[config.mk]
export PLATFORM = sky130hd
export DESIGN_NAME = seg7_scan_reader
export DESIGN_NICKNAME = d
export VERILOG_FILES = /design/src/rtl/seg7_scan_reader.sv
export SDC_FILE = /design/constraint.sdc
export NUM_CORES = 1
export LEC_CHECK = 0
export CORE_MARGIN = 2
export CORE_UTILIZATION = 52
export DETAILED_ROUTE_END_ITERATION = 7
export PLACE_DENSITY = 0.79
export REMOVE_ABC_BUFFERS = 1
export SLEW_MARGIN = 20
export SYNTH_ARGS = -nofsm -noshare
export SYNTH_HDL_FRONTEND = slang
export SYNTH_SLANG_ARGS = --single-unit
[constraint.sdc]
create_clock -name clk_i -period 5.6 [get_ports clk_i]
set_clock_uncertainty 0.1 [all_clocks]
set_input_delay 0.84 -clock clk_i [delete_from_list [all_inputs] [get_ports clk_i]]
set_output_delay 0.84 -clock clk_i [all_outputs]
set_load 0.01 [all_outputs]
[src/rtl/seg7_scan_reader.sv]
`default_nettype none
// ============================================================================
// seg7_scan_reader - reads back a multiplexed common-anode 7-segment bus and
//                    reconstructs nibble, DP and status for every digit.
// Rev 1.0
// ============================================================================
module seg7_scan_reader #(
   parameter int NUM_DIGITS    = 6,
   parameter int STABLE_CYCLES = 4,
   localparam int IDX_W = (NUM_DIGITS > 1) ? $clog2(NUM_DIGITS) : 1
) (
   input  logic                    clk_i,
   input  logic                    rst_i,
   input  logic [7:0]              seg_i,
   input  logic [NUM_DIGITS-1:0]   an_i,
   output logic [4*NUM_DIGITS-1:0] hex_o,
   output logic [NUM_DIGITS-1:0]   dp_o,
   output logic [NUM_DIGITS-1:0]   valid_o,
   output logic [NUM_DIGITS-1:0]   err_o,
   output logic                    upd_o,
   output logic [IDX_W-1:0]        upd_idx_o
);

   localparam int                CNT_W   = $clog2(STABLE_CYCLES + 1);
   localparam logic [CNT_W-1:0] CNT_MAX = CNT_W'(STABLE_CYCLES);
   localparam logic [6:0]       BLANK   = 7'h7F;

   typedef enum logic [0:0] {ST_ACQ = 1'b0, ST_LOCKED = 1'b1} state_t;

   state_t                  state_q, state_d;
   logic [CNT_W-1:0]        cnt_q, cnt_d;
   logic [NUM_DIGITS+7:0]   prv_q, prv_d;
   logic [4*NUM_DIGITS-1:0] hex_q, hex_d;
   logic [NUM_DIGITS-1:0]   dp_q, dp_d, valid_q, valid_d, err_q, err_d;
   logic                    upd_q, upd_d;
   logic [IDX_W-1:0]        upd_idx_q, upd_idx_d;

   logic                    equal, legal, commit;
   logic [IDX_W-1:0]        idx;
   logic [4:0]              dec;
   int                      zeros;

   // Inverse of the hex->7seg table; bit 4 flags a table hit.
   function automatic logic [4:0] decode(input logic [6:0] s);
      case (s)
         7'h40:   decode = {1'b1, 4'h0};
         7'h79:   decode = {1'b1, 4'h1};
         7'h24:   decode = {1'b1, 4'h2};
         7'h30:   decode = {1'b1, 4'h3};
         7'h19:   decode = {1'b1, 4'h4};
         7'h12:   decode = {1'b1, 4'h5};
         7'h02:   decode = {1'b1, 4'h6};
         7'h78:   decode = {1'b1, 4'h7};
         7'h00:   decode = {1'b1, 4'h8};
         7'h10:   decode = {1'b1, 4'h9};
         7'h08:   decode = {1'b1, 4'hA};
         7'h03:   decode = {1'b1, 4'hB};
         7'h46:   decode = {1'b1, 4'hC};
         7'h21:   decode = {1'b1, 4'hD};
         7'h06:   decode = {1'b1, 4'hE};
         7'h0E:   decode = {1'b1, 4'hF};
         default: decode = 5'b0_0000;
      endcase
   endfunction

   always_comb begin
      prv_d     = {an_i, seg_i};
      equal     = (prv_d == prv_q);
      zeros     = 0;
      idx       = '0;
      for (int i = 0; i < NUM_DIGITS; i++) begin
         if (!an_i[i]) begin
            zeros = zeros + 1;
            idx   = IDX_W'(i);
         end
      end
      legal     = (zeros == 1);

      cnt_d     = cnt_q;
      state_d   = state_q;
      hex_d     = hex_q;
      dp_d      = dp_q;
      valid_d   = valid_q;
      err_d     = err_q;
      upd_d     = 1'b0;
      upd_idx_d = upd_idx_q;
      dec       = '0;

      if (!legal)
         cnt_d = '0;
      else if (equal)
         cnt_d = (cnt_q == CNT_MAX) ? cnt_q : cnt_q + CNT_W'(1);
      else
         cnt_d = CNT_W'(1);

      // A changed sample restarts the run even from LOCKED, so a one-cycle
      // stability requirement still commits on the first sample of a run.
      commit = legal && (cnt_d == CNT_MAX) && (state_q == ST_ACQ || !equal);

      if (commit)
         state_d = ST_LOCKED;
      else if (!legal || !equal)
         state_d = ST_ACQ;

      if (commit) begin
         dec       = decode(seg_i[6:0]);
         dp_d[idx] = ~seg_i[7];
         if (dec[4]) begin
            hex_d[4*int'(idx) +: 4] = dec[3:0];
            valid_d[idx]            = 1'b1;
            err_d[idx]              = 1'b0;
         end else if (seg_i[6:0] == BLANK) begin
            valid_d[idx] = 1'b0;
            err_d[idx]   = 1'b0;
         end else begin
            err_d[idx] = 1'b1;
         end
         upd_d     = 1'b1;
         upd_idx_d = idx;
      end
   end

   always_ff @(posedge clk_i) begin
      prv_q <= prv_d;
      if (rst_i) begin
         state_q   <= ST_ACQ;
         cnt_q     <= '0;
         hex_q     <= '0;
         dp_q      <= '0;
         valid_q   <= '0;
         err_q     <= '0;
         upd_q     <= 1'b0;
         upd_idx_q <= '0;
      end else begin
         state_q   <= state_d;
         cnt_q     <= cnt_d;
         hex_q     <= hex_d;
         dp_q      <= dp_d;
         valid_q   <= valid_d;
         err_q     <= err_d;
         upd_q     <= upd_d;
         upd_idx_q <= upd_idx_d;
      end
   end

   assign hex_o     = hex_q;
   assign dp_o      = dp_q;
   assign valid_o   = valid_q;
   assign err_o     = err_q;
   assign upd_o     = upd_q;
   assign upd_idx_o = upd_idx_q;

endmodule
`default_nettype wire
# == Yosys cells after proc, flatten, opt, wreduce, memory -nomap -nowiden ==
# Index checks and enable logic that the tools add are counted.
# op_classes
addsub,7
n_lt_le_gt_ge,2
eq_ne,20
n_shift,2
n_mux,27
n_bitwise,7
reduce_logical,12
# ops
op,n
$add A32 B2 Y32 const B,5
$mux W32,5
$pmux W5 S16,1
$eq A7 B7 Y1 const B,5
$neg A5 Y33,1
$shift A4 B33 Y24 const A,1
$shiftx A4 B33 Y24,1
$eq A32 B2 Y1 const B,1
$bwmux W24,1
$mux W6,4
$eq A7 B5 Y1 const B,3
$eq A7 B6 Y1 const B,3
$mux W3,7
$eq A14 B14 Y1,1
$eq A7 B2 Y1 const B,2
$eq A7 B4 Y1 const B,2
$and A6 B6 Y6,2
$or A6 B6 Y6,2
$eq A7 B3 Y1 const B,1
$logic_not A7 Y1,1
$bwmux W6,1
$eq A3 B3 Y1 const B,2
$mux W1,6
$not A6 Y6,1
other kinds (11),18
# word_totals
regBits,64
input_bits,16
word_cells,86

# == Logic depth before layout (Yosys ltp) ==
# logic_depth
ltp_word,19
ltp_mapped,19
ltp_nobuf,17

# == Worst setup path before layout ==
# Ideal clock, no wire load.
# synth_path
kind,in2reg
startpoint,input port an_i[1]
endpoint,register (tool-made name)
setup_ns,0.124
t_arrival_ns,4.368
setup_slack_ns,1.009
cell_stages,17
n_path_buf,1
path_cell_list,inv_1 > ha_1 > xnor2_1 > ha_1 > nand2b_1 > nand2_1 > ha_1 > mux2_2 > ha_1 > nor3b_1 > mux2_4 > a211oi_2 > or3b_1 > buf_4 > or2_4 > or4_4 > mux2i_1
# synth_rtl
item,line,source
from (decl),15,"input logic [NUM_DIGITS-1:0] an_i,"

# == Final worst setup path ==
# layout_path
startpoint,input port an_i[1]
endpoint,register hex_q[20] (netlist: hex_o[20])
# layout_between
elab_chain_len,15
elab_cells_between_ends,28
# layout_rtl
item,line,source
$mux W32,72,if (!an_i[i]) begin
$add A32 B2 Y32,73,zeros = zeros + 1;
$mux W32,72,
$add A32 B2 Y32,73,
$mux W32,72,
$add A32 B2 Y32,73,
$mux W32,72,
$add A32 B2 Y32,73,
$mux W32,72,
$eq A32 B2 Y1,77,legal = (zeros == 1);
$mux W3,89,if (!legal)
$eq A3 B3 Y1,98,commit = legal && (cnt_d == CNT_MAX) && (state_q == ST_ACQ || !equal);
$logic_and A1 B1 Y1 (2 in series),98,
$reduce_and A2 Y1 (no line),-,
to (signal assigned),128,hex_q <= '0;
to (signal assigned),137,hex_q <= hex_d;
to (decl),33,"logic [4*NUM_DIGITS-1:0] hex_q, hex_d;"
# Parallel ways exist; a longest one is shown, timed or not.
# A chain may end at the register's enable or synchronous reset.

==> impl_metrics.json <==
{
  "syn_to_final_growth_pct": 25.2,
  "clock_sinks": 64,
  "tightest_slew_ns": 0.910,
  "r2r-start": "cnt_q[0]$_SDFF_PP0_",
  "yosysSeqAreaShare_pct": 38.2,
  "crit_slowest_cell": "or4_1",
  "post-synth-top-area-cell": "dfxtp_1",
  "port_buffers": 61,
  "hold_class": "flop to flop",
  "worstSetupPathType": "input port to flop",
  "num_vias": 2866,
  "slowest_delay_ns": 0.71,
  "met3_usage_pct": 4.62,
  "setup_viol": 0,
  "fin_tns_setup_ns": 0,
  "nets": 458,
  "fin_area_sq_mm": 0.00421,
  "synth-main-ff-cell": "dfxtp_1",
  "drc": 0,
  "antenna_found_initial": 0,
  "synth_warnings": 0,
  "io_pins": 62,
  "grt_pass1_vias": 2827,
  "start_kind": "input port",
  "synth_cell_types": 57,
  "hold_viol_final": 0,
  "place_congestion": 0.863,
  "cts-resized-gates": 0,
  "crit_required_ns": 5.78,
  "top_usage_layer": "met2",
  "dieArea_sq_mm": 0.00712,
  "clockRootBuffer": "clkbuf_8",
  "fmax_mhz": 194,
  "vdd_drop_max_v": 0.000123,
  "crit_fanout": 9,
  "grt_use_met2_pct": 39.0,
  "clk_pin_slew_ns": 0.08,
  "grt_max_degree": 30,
  "drtAntennaViolNets": 0,
  "initial_core_util_pct": 53.2,
  "rows": 29,
  "grt_first_pass_wirelength_mm": 13.5,
  "p_leak_nw": 1.53,
  "rsz0062_at_grt": "false",
  "status": "complete, no violations",
  "clock_path_buffers": 2,
  "grt-ovfl-total": 0,
  "die_h_um": 84.4,
  "synth_cells": 376,
  "rrSetupSlack_ns": 2.69,
  "maxSlewViolCount": 0,
  "grtUsageMet1_pct": 29.5,
  "crit_arrival_ns": 5.34,
  "yosysTopAreaCellShare_pct": 38.2,
  "dpl.hpwl_mm": 5.47,
  "tritoncts": "built",
  "totalWireLength_mm": 7.68,
  "min_to": "hex_o[13]$_SDFFE_PP0P_",
  "cts_setup_buffers": 0,
  "p_per_area_mw_per_mm2": 242,
  "synth_area_sq_mm": 0.00336,
  "dp_cells": 497,
  "antenna_cells": 0,
  "clock_latency_ns": 0.34,
  "final_cells": 513,
  "worstReg2RegEnd": "hex_o[20]$_SDFFE_PP0P_",
  "period_minus_slack_ns": 5.16,
  "wl_per_cell_um": 15.0,
  "cp_common_cell": "ha_1",
  "slew_headroom_pct": 38.7,
  "placed_cell_area_sq_mm": 0.00400,
  "period_share_pct": 92.2,
  "worstHoldStart": "hex_o[13]$_SDFFE_PP0P_",
  "die_x_um": 84.4,
  "cp_cell_sequence": "clkdlybuf4s50_1, inv_1, ha_1, xnor2_1, ha_1, nand2b_1, nand2_1, ha_1, mux2_2, ha_1, nor2b_1, nor3b_1, o211a_1, nor3_1, or4_1, or4_1, a21oi_1",
  "cts-buffers-inserted": 9,
  "synth_seq_cells": 64,
  "synth.avg_cell_area_sq_um": 8.93,
  "holdPathStages": 2,
  "cts.htree.levels": 3,
  "cap_violations": 0,
  "drive_gt1_share_pct": 8.49,
  "cp-end-kind": "flop",
  "reg2reg_depth": 9,
  "synth_edf_count": 0,
  "viasPerCell": 5.59,
  "synth-async-reset-ratio_pct": 0,
  "cts_hold_repair.buffers": 0,
  "core_area_sq_mm": 0.00631,
  "finalCoreUtilization_pct": 66.6,
  "track_usage_pct": 23.0,
  "drt_iter0_markers": 132,
  "synthTopCellsByArea": "dfxtp_1 38%, mux2i_1 8.3%, nand2_1 4.4%",
  "first_pass_iters": 4
}
layout by cell type, fill, tap and decap left out, drive strengths merged, types with 3 or more instances in the layout:
cell type / instances
clkdlybuf4s50: 61
ha: 11
xnor2: 3
a211oi: 4
mux2i: 28
o21ai: 12
nand3b: 5
clkbuf: 10
nand3: 14
or4: 9
inv: 19
and4: 3
nor4bb: 3
dfxtp: 64
xor2: 16
nor3: 16
or3: 10
nand2: 39
nor2b: 4
nand4: 5
a21oi: 7
nand2b: 10
or2: 3
buf: 5
nor4: 11
nor2: 25
nor3b: 4
o31ai: 3
o32ai: 3
logic make-up after synthesis:
group,count (synthesis),share of synthesized area [%]
buf+inv,40,5.07
fa+ha+maj,11,4.10
flops,64,38.2
simple gates,167,28.8
mux,30,9.13
compound gates,44,9.02
xor+xnor,20,5.70
layer usage:
layer / routed length, um / vias to the layer above
met1: 3570 / 1346
met2: 3740 / 61
met3: 282 / 10
met4: 94 / 0
li1: - / 1449
met5: 0 / -
critical path, delay by kind of cell:
| kind | cells | cell delay, ns |
|---|---|---|
| AND/OR/NAND/NOR | 7 | 1.88 |
| multiplexers | 1 | 0.27 |
| AO/OA/AOI/OAI | 2 | 0.34 |
| adder cells (fa/ha/maj) | 4 | 1.15 |
| XOR/XNOR | 1 | 0.16 |
| buffers and inverters | 2 | 0.70 |
worst max path at each step:
| stage | from | end | slack (ns) | depth (start not counted) |
|---|---|---|---|---|
| 2_1_floorplan | an_i[1] | hex_o[13]$_SDFFE_PP0P_ | 0.86 | 16 |
| 3_3_place_gp | an_i[1] | hex_o[12]$_SDFFE_PP0P_ | 0.23 | 17 |
| 3_5_place_dp | an_i[1] | hex_o[20]$_SDFFE_PP0P_ | 0.09 | 17 |
| 4_1_cts | an_i[1] | hex_o[20]$_SDFFE_PP0P_ | 0.44 | 17 |
| 5_1_grt | an_i[1] | hex_o[20]$_SDFFE_PP0P_ | 0.09 | 17 |
| 6_report | an_i[1] | hex_o[20]$_SDFFE_PP0P_ | 0.44 | 17 |
through the flow:
step | worst slack (ns) | hold slack [ns] | power (mW)
finish | 0.436 | 0.361 | 1.02
floorplan | 0.857 | 0.341 | 0.566
CTS | 0.443 | 0.366 | 1.02
detailed placement | 0.0886 | 0.346 | 0.619
global placement | 0.233 | 0.350 | 0.614
global route | 0.0915 | 0.390 | 1.06
power breakdown:
group          internal (mW)  leakage [nW]  total [mW]  switching, mW
registers              0.461         0.521       0.465        0.00361
logic                 0.0585         0.907       0.145         0.0869
clock network          0.219        0.0989       0.407          0.188
cells in the mapped netlist (2+ instances only):
library cell and number:
dfxtp_1 64, nand2_1 39, mux2i_1 28, nor2_1 25, inv_1 18, xor2_1 16
nand3_1 14, clkbuf_1 12, nor3_1 12, ha_1 11, nand2b_1 10, or3_1 10
nor4_1 9, o21ai_0 9, a21oi_1 7, buf_2 7, or4_1 7, nand3b_1 5
nand4_1 5, nor2b_1 4, nor3_2 4, a211oi_1 3, and4_1 3, buf_4 3
nor3b_1 3, nor4bb_1 3, o21ai_1 3, o31ai_1 3, o32ai_1 3, xnor2_1 3
nor4_4 2, o211ai_1 2, o22ai_1 2, o311ai_0 2, or2_2 2, or4_4 2
cell type report:
cell class	count	area, sq um
Fill cell	501	2110
Multi-Input combinational cell	272	1910
Sequential cell	64	1280
Timing Repair Buffer	66	648
Clock buffer	10	138
Tap cell	77	96.3
Clock inverter	6	67.6
Inverter	18	67.6
No activity file was read; power rests on OpenSTA's default activity.
==> edit: new RTL, config.mk and constraints unchanged <==
`NUM_DIGITS`: 6 -> 7.
--- a/src/rtl/seg7_scan_reader.sv
+++ b/src/rtl/seg7_scan_reader.sv
@@ -5,7 +5,7 @@
 // Rev 1.0
 // ============================================================================
 module seg7_scan_reader #(
-   parameter int NUM_DIGITS    = 6,
+   parameter int NUM_DIGITS    = 7,
    parameter int STABLE_CYCLES = 4,
    localparam int IDX_W = (NUM_DIGITS > 1) ? $clog2(NUM_DIGITS) : 1
 ) (
Interface: changed (5 resized); port bits go from 62 to 70. The function was not compared with the original's and may differ.
==> edit against the original RTL <==
  * Fmax decreased by 1.7%
  * Largest cell class unchanged
  * Sequential cell count increased by 8
  * Critical endpoint unchanged
  * Sequential share of layout area decreased by 0.87 points
  * Cell area increased by 16%
  * Setup slack got worse by 0.090 ns
  * Total power increased by 17%
  * Routed wire length increased by 23%
  * Non-clock buffer count increased by 15
  * Synthesized area increased by 15%
==> edit: results (changes against the original RTL) <==
status: "complete, no violations"  # unchanged
ys_ff_latch: 72  # was 64
synth_common_cells: "dfxtp_1, nand2b_1, mux2i_1, nor2_1, nand2_1"  # was dfxtp_1, nand2_1, mux2i_1, nor2_1, inv_1
critPathSlowestCell: "clkdlybuf4s50_1"  # was or4_1
grt_pass1_wl_um: 16090  # was 13460 um
fin_nets: 519  # was 458
max_stage_delay_ns: 0.53  # was 0.71 ns
viasPerCell: 5.592  # was 5.587
place.gp.congestion: 0.9020  # was 0.8625
cts_setup_buffers: 0  # unchanged
crit_path_start: "an_i[0]"  # was an_i[1]
synth_cell_types: 65  # was 57
hold_ws_ns: 0.3741  # was 0.3612 ns
holdPathStages: 2  # unchanged
vdd_drop_max_uv: 139.3  # was 122.9 uV
maxSlewHeadroom_pct: 46.33  # was 38.70%
min_from: "dp_o[6]$_SDFFE_PP0P_"  # was hex_o[13]$_SDFFE_PP0P_
cp_max_fo: 4  # was 9
grt_start_max_net_pins: 71  # was 30
grt_pass1_vias: 3286  # was 2827
dp.cells: 580  # was 497
drive_above_1_share_pct: 8.853  # was 8.486%
drt_iter0_markers: 138  # was 132
async_reset_ff_share_pct: 0  # unchanged
worstHoldEndpoint: "dp_o[6]$_SDFFE_PP0P_"  # was hex_o[13]$_SDFFE_PP0P_
synthCells: 428  # was 376
synth-seq-area-share_pct: 37.25  # was 38.15%
pre_cts_ws_ns: 0.07031  # was 0.08859 ns
grtUsageTotal_pct: 23.89  # was 23.04%
dr.pass1.iters: 5  # was 4
wl_um: 9469  # was 7677 um
n_fill_cell: 592  # was 501
timing.rr.start: "cnt_q[0]$_SDFF_PP0_"  # unchanged
synthTopCellsByArea: "dfxtp_1, mux2i_1, nand2b_1, xor2_1, ha_1"  # was dfxtp_1, mux2i_1, nand2_1, xor2_1, ha_1
post-route-period-util_pct: 93.82  # was 92.21%
rr_worst_depth: 8  # was 9
placed_area_um2: 4649  # was 4000 um^2
io_buffers: 69  # was 61
p_sw_share_pct: 28.03  # was 27.38%
reg2reg_slack_ns: 2.64  # was 2.69 ns
cellLeakagePower_nw: 1.877  # was 1.527 nW
dp_hpwl_um: 6599  # was 5466 um
final_cells: 596  # was 513
cp.arrival_ns: 5.43  # was 5.34 ns
-- edit: cell types whose count changed after synthesis, moves of 4 or more --
| cell | change |
|---|---|
| nor2b_1 | +5 |
| nand3_1 | -6 |
| nor3_1 | -5 |
| clkbuf_1 | +6 |
| nand2b_1 | +35 |
| inv_1 | -4 |
| nand2_1 | -14 |
| nand3b_1 | +9 |
| dfxtp_1 | +8 |
| mux2i_1 | +5 |
-- edit: power groups by stage --
stage               clock [mW]  sequential, mW  combinational [mW]
floorplan                    0           0.534               0.128
global placement             0           0.535               0.198
detailed placement           0           0.535               0.204
CTS                      0.464           0.523               0.206
global route             0.486           0.524               0.230
finish                   0.461           0.523               0.208
-- edit: cell families after synthesis --
logic type / share of synthesized area, %
AO/OA/AOI/OAI: 9.441
flip-flops: 37.25
multiplexers: 9.117
buffers and inverters: 4.462
adder cells (fa/ha/maj): 3.233
XOR/XNOR: 6.369
AND/OR/NAND/NOR: 30.13
-- edit: layer usage --
| layer | GRT usage (%) | part of all wire, % | up-vias |
|---|---|---|---|
| met5 | 0 | 0 | - |
| met4 | 6.410 | 1.4 | 0 |
| met3 | 5.008 | 4.9 | 15 |
| met2 | 40.85 | 49 | 97 |
| met1 | 30.72 | 45 | 1579 |
| li1 | - | - | 1642 |
-- edit: worst max-delay path: cells and delay by family --
family,cells,cell delay (ns)
and+or+nand+nor,8,1.66
adders and majority gates,5,1.53
buffers and inverters,2,0.59
muxes,2,0.48
xor gates and xnor gates,1,0.16
AOI/OAI and AO/OA,1,0.14
-- edit: cell type report --
cell class	instances	area [um^2]	area share [%]
clock buffers	10	127.6	2.621
clock inverters	6	92.59	1.901
inverters	14	52.55	1.079
multi-input cells	314	2256	46.33
flip-flops and latches	72	1441	29.60
well taps	99	123.9	2.544
repair buffers	81	775.7	15.93
